==> config.mk <==
export PLATFORM = sky130hd
export DESIGN_NAME = mpi_noc_tx_bridge
export DESIGN_NICKNAME = d
export VERILOG_FILES = /design/src/rtl/mpi_noc_tx_bridge.sv
export SDC_FILE = /design/constraint.sdc
export NUM_CORES = 1
export LEC_CHECK = 0
export ABC_AREA = 1
export BUFFER_PORTS_ARGS = -buffer_cell sky130_fd_sc_hd__buf_4
export CAP_MARGIN = 40
export CORE_MARGIN = 2
export CORE_UTILIZATION = 58
export DETAILED_ROUTE_END_ITERATION = 6
export PLACE_DENSITY = 0.87
export SLEW_MARGIN = 10
export SYNTH_ARGS = -nofsm -noshare
export SYNTH_HDL_FRONTEND = slang
export SYNTH_SLANG_ARGS = --single-unit
==> constraint.sdc <==
create_clock -name clk_i -period 4.87 [get_ports clk_i]
set_input_delay 0.487 -clock clk_i [delete_from_list [all_inputs] [get_ports clk_i]]
set_output_delay 0.487 -clock clk_i [all_outputs]
set_load 0.005 [all_outputs]
==> src/rtl/mpi_noc_tx_bridge.sv <==
// Credit-gated egress bridge: buffers local NoC flits and forwards them toward the MPI send path
// only while the remote rank has free slots; returns yummies locally and drains on finalize.
module mpi_noc_tx_bridge #(
    parameter int DATA_W      = 64,
    parameter int FIFO_DEPTH  = 4,
    parameter int MPI_CREDITS = 4,
    localparam int CW = $clog2(MPI_CREDITS + 1),
    localparam int AW = $clog2(FIFO_DEPTH)
) (
    input  logic              clk_i,
    input  logic              rstn_i,
    input  logic              noc_valid_i,
    input  logic [DATA_W-1:0] noc_data_i,
    output logic              noc_yummy_o,
    output logic              mpi_valid_o,
    output logic [DATA_W-1:0] mpi_data_o,
    input  logic              mpi_yummy_i,
    input  logic              finalize_i,
    output logic [CW-1:0]     credits_o,
    output logic              done_o,
    output logic              error_o
);

    localparam logic [1:0] ST_RUN   = 2'd0;
    localparam logic [1:0] ST_DRAIN = 2'd1;
    localparam logic [1:0] ST_DONE  = 2'd2;

    localparam logic [CW-1:0] CRED_MAX = CW'(MPI_CREDITS);
    localparam logic [CW-1:0] CRED_ONE = CW'(1);
    localparam logic [AW:0]   PTR_ONE  = (AW + 1)'(1);

    logic [DATA_W-1:0] mem_q [FIFO_DEPTH];

    logic [AW:0]       wr_ptr_q, wr_ptr_d;
    logic [AW:0]       rd_ptr_q, rd_ptr_d;
    logic [CW-1:0]     credits_q, credits_d;
    logic [1:0]        state_q, state_d;
    logic              mpi_valid_q, mpi_valid_d;
    logic              noc_yummy_q, noc_yummy_d;
    logic [DATA_W-1:0] mpi_data_q, mpi_data_d;
    logic              done_q, done_d;
    logic              error_q, error_d;

    logic fifo_empty;
    logic fifo_full;
    logic accepting;
    logic pop;
    logic push;
    logic sat_err;

    always_comb begin
        fifo_empty = (wr_ptr_q == rd_ptr_q);
        fifo_full  = (wr_ptr_q[AW-1:0] == rd_ptr_q[AW-1:0]) && (wr_ptr_q[AW] != rd_ptr_q[AW]);
        accepting  = (state_q != ST_DONE);
        pop        = !fifo_empty && (credits_q != '0) && accepting;
        // A pop frees the head slot this edge, so a full FIFO can still take a flit.
        push       = noc_valid_i && accepting && (!fifo_full || pop);

        wr_ptr_d = push ? wr_ptr_q + PTR_ONE : wr_ptr_q;
        rd_ptr_d = pop  ? rd_ptr_q + PTR_ONE : rd_ptr_q;

        credits_d = credits_q;
        sat_err   = 1'b0;
        if (mpi_yummy_i && !pop) begin
            if (credits_q == CRED_MAX) begin
                sat_err = 1'b1;
            end else begin
                credits_d = credits_q + CRED_ONE;
            end
        end else if (!mpi_yummy_i && pop) begin
            credits_d = credits_q - CRED_ONE;
        end

        error_d = error_q | (noc_valid_i && !push) | sat_err;

        state_d = state_q;
        case (state_q)
            ST_RUN:   if (finalize_i) state_d = ST_DRAIN;
            ST_DRAIN: if (fifo_empty && !pop && (credits_q == CRED_MAX)) state_d = ST_DONE;
            ST_DONE:  state_d = ST_DONE;
            default:  state_d = ST_RUN;
        endcase

        mpi_valid_d = pop;
        noc_yummy_d = pop;
        mpi_data_d  = pop ? mem_q[rd_ptr_q[AW-1:0]] : mpi_data_q;
        done_d      = (state_d == ST_DONE);
    end

    // Storage carries no reset; only the pointers define which entries are live.
    always_ff @(posedge clk_i) begin
        if (push) begin
            mem_q[wr_ptr_q[AW-1:0]] <= noc_data_i;
        end
    end

    always_ff @(posedge clk_i or negedge rstn_i) begin
        if (!rstn_i) begin
            wr_ptr_q    <= '0;
            rd_ptr_q    <= '0;
            credits_q   <= CRED_MAX;
            state_q     <= ST_RUN;
            mpi_valid_q <= 1'b0;
            noc_yummy_q <= 1'b0;
            mpi_data_q  <= '0;
            done_q      <= 1'b0;
            error_q     <= 1'b0;
        end else begin
            wr_ptr_q    <= wr_ptr_d;
            rd_ptr_q    <= rd_ptr_d;
            credits_q   <= credits_d;
            state_q     <= state_d;
            mpi_valid_q <= mpi_valid_d;
            noc_yummy_q <= noc_yummy_d;
            mpi_data_q  <= mpi_data_d;
            done_q      <= done_d;
            error_q     <= error_d;
        end
    end

    assign mpi_valid_o = mpi_valid_q;
    assign noc_yummy_o = noc_yummy_q;
    assign mpi_data_o  = mpi_data_q;
    assign credits_o   = credits_q;
    assign done_o      = done_q;
    assign error_o     = error_q;

endmodule

==> flow_metrics.env <==
export IMPL_slew_viol_final=0
export IMPL_grt_busiest_layer="met2"
export IMPL_relSlewSlack=0.4379
export IMPL_portBuffers=139
export IMPL_min_from="noc_data_i[54]"
export IMPL_cts_repair_resized=0
export IMPL_syn_avg_cell_area_um2=12.80
export IMPL_start_kind="flip-flop"
export IMPL_start_util=0.5943
export IMPL_area_growth_pct=18.84
export IMPL_synthCells=982
export IMPL_p_per_area_nw_per_um2=664.3
export IMPL_clock_tree_buffer_depth=3
export IMPL_critPathKind="reg2reg"
export IMPL_row_count=53
export IMPL_tightest_slew_ns=0.8412
export IMPL_setup_viol=0
export IMPL_fin_tns_setup_ns=0
export IMPL_wire_per_inst_um=19.37
export IMPL_final_setup_worst_slack_ns=2.050
export IMPL_end_kind="flip-flop"
export IMPL_hold_path_class="in2reg"
export IMPL_post_place_ws_ns=2.087
export IMPL_max_freq_mhz=354.6
export IMPL_pin_count=140
export IMPL_fin_crit_ns=2.820
export IMPL_die_h_um=151.2
export IMPL_hpwl_um=15930
export IMPL_routabilityCongestion=0.7990
export IMPL_fin_crit_sh=0.5791
export IMPL_cts_sinks=334
export IMPL_met3_usage=0.03253
export IMPL_drtAntennaViolNets=0
export IMPL_clk_latency_ns=0.56
export IMPL_cts_clk_slew_worst_paths_ns=0.06
export IMPL_grt_use_met1=0.3101
export IMPL_cts_setup_buffers=0
export IMPL_fin_area_um2=14940
export IMPL_skew_ns=0.01642
export IMPL_overflow=0
export IMPL_synth_area_um2=12570
export IMPL_rsz0062_at_grt="false"
export IMPL_maxCapViolations=0
export IMPL_vias=8044
export IMPL_total_power_uw=9924
export IMPL_htreeDepth=1
export IMPL_drc=0
export IMPL_grt_max_degree=85
export IMPL_met2_usage=0.4217
export IMPL_leakagePower_uw=0.005569
export IMPL_drt_iter0_markers=629
export IMPL_dpl_cell_area_um2=13900
export IMPL_worstPathMaxFanout=41
export IMPL_yosysSeqAreaShare=0.7668
export IMPL_grt_pass1_wl_um=41790
export IMPL_drt_first_pass_iters=5
export IMPL_antenna_found_initial=0
export IMPL_critPathLaunch="rd_ptr_q[0]$_DFFE_PN0P_"
export IMPL_r2r_start="rd_ptr_q[0]$_DFFE_PN0P_"
export IMPL_cts_root_buf="clkbuf_16"
export IMPL_yosysWarnings=0
export IMPL_grt_pass1_vias=8004
export IMPL_die_area_um2=22870
export IMPL_ys_types=22
export IMPL_hold_violations=0
export IMPL_fp_dieW_um=151.2
export IMPL_irDropWorstVdd_uv=378.7
export IMPL_coreArea_um2=21150
export IMPL_fin_nets=1186
export IMPL_cp_arrival_ns=3.06
export IMPL_synth_nets=1057
export IMPL_synth_seq_cells=334
export IMPL_status="completed"
export IMPL_drt_wl_total_um=27330
export IMPL_cp_data_required_time_ns=5.11
export IMPL_cts_buffers=31
export IMPL_cts_tree="yes"
export IMPL_drive_above_1_share=0.1901
export IMPL_diodes=0
export IMPL_drt_vias_per_instance=5.701
export IMPL_track_usage=0.2400
[layer usage]
| metal | vias up | routed length [um] |
|---|---|---|
| met2 | 337 | 14220 |
| met4 | 0 | 788 |
| met3 | 64 | 1978 |
| met5 | - | 0 |
| met1 | 3937 | 10340 |
| li1 | 3706 | - |
[cell families (layout without fill, tap and decap cells)]
logic type,Yosys count,count (layout),synth area share
fa+ha+maj,6,6,0.006569
flops,334,334,0.7668
buf+inv,74,228,0.02707
xor+xnor,5,5,0.003483
compound gates,201,201,0.08639
simple gates,362,362,0.1097
[metrics by stage]
| step | utilization | std cells | hold WS (ns) |
|---|---|---|---|
| finish | 0.7063 | 1411 | 0.1256 |
| global route | 0.7063 | 1411 | 0.1136 |
| detailed placement | 0.6571 | 1352 | 0.4787 |
| CTS | 0.7063 | 1411 | 0.1099 |
| floorplan | - | 982 | 0.1914 |
| global placement | 0.6548 | 1350 | 0.4794 |
[placed cells by master (no fill, tap or decap), drive strengths merged]
cell / n
a21oi: 4
a31oi: 64
buf: 152
bufinv: 3
clkbuf: 41
clkinv: 7
clkinvlp: 5
dfrtp: 77
dfstp: 1
dlygate4sd3: 1
edfxtp: 256
fa: 1
ha: 5
inv: 19
nand2: 26
nand3: 6
nor2: 330
o21ai: 133
xor2: 5
[cells in the mapped netlist (all sizes together)]
cell type	n	area [um^2]
a21oi	4	20.02
a31oi	64	400.4
buf	41	216.5
clkbuf	16	60.06
dfrtp	77	1927
dfstp	1	26.28
edfxtp	256	7687
fa	1	20.02
ha	5	62.56
inv	17	63.81
nand2	26	102.6
nand3	6	35.03
nor2	330	1241
o21ai	133	665.6
xor2	5	43.79
[sequential cells by signal (all words and copies together) (netlist names)]
| signal | cells |
|---|---|
| error_o | 1 |
| wr_ptr_q | 3 |
| done_o | 1 |
| credits_o | 3 |
| mpi_data_o | 64 |
| mem_q | 256 |
| rd_ptr_q | 3 |
| noc_yummy_o | 1 |
| state_q | 2 |
[layout make-up]
cell class,count,area (um^2)
sequential,334,9646
fill,1288,6213
multi-input combinational,574,2619
timing repair buffer,153,1234
clock buffer,41,843.3
tap,275,344.1
clock inverter,17,187.7
inverter,17,67.56
[repair_timing]
action | 4_1_cts | 5_1_grt
endpoints found under the setup margin | 0 | 0
hold buffers | 1 | 0
endpoints found under the hold margin | 36 | 0
[worst paths after layout]
| kind | end | slack, ns | cells past startpoint |
|---|---|---|---|
| setup / recovery | mem_q[1][7]$_DFFE_PP_ | 2.05 | 9 |
| hold / removal | mem_q[3][54]$_DFFE_PP_ | 0.13 | 1 |
| setup reg to reg | mem_q[1][7]$_DFFE_PP_ | 2.05 | 9 |
| hold reg to reg | wr_ptr_q[2]$_DFFE_PN0P_ | 0.49 | 1 |
| max in group asynchronous | rd_ptr_q[1]$_DFFE_PN0P_ | 3.38 | 3 |
| min in group asynchronous | mpi_data_o[51]$_DFFE_PN0P_ | 0.44 | 2 |
[critical path, stage by stage, from the launching register on]
cell,delay [ns]
dfrtp_4,0.67
clkinv_2,0.11
nand2_1,0.08
nand2_1,0.07
nand3_2,0.09
nand2_2,0.11
nand2_1,0.10
nand2_2,0.18
nor2_4,0.70
buf_12,0.35
[report_power, final]
| part | leakage, uW | internal, uW | switching [uW] |
|---|---|---|---|
| logic | 0.00183 | 1190 | 1990 |
| registers | 0.00324 | 3920 | 400 |
| clock network | 0.000492 | 1390 | 1040 |
Note: power is estimated with default switching activity, not from simulation.
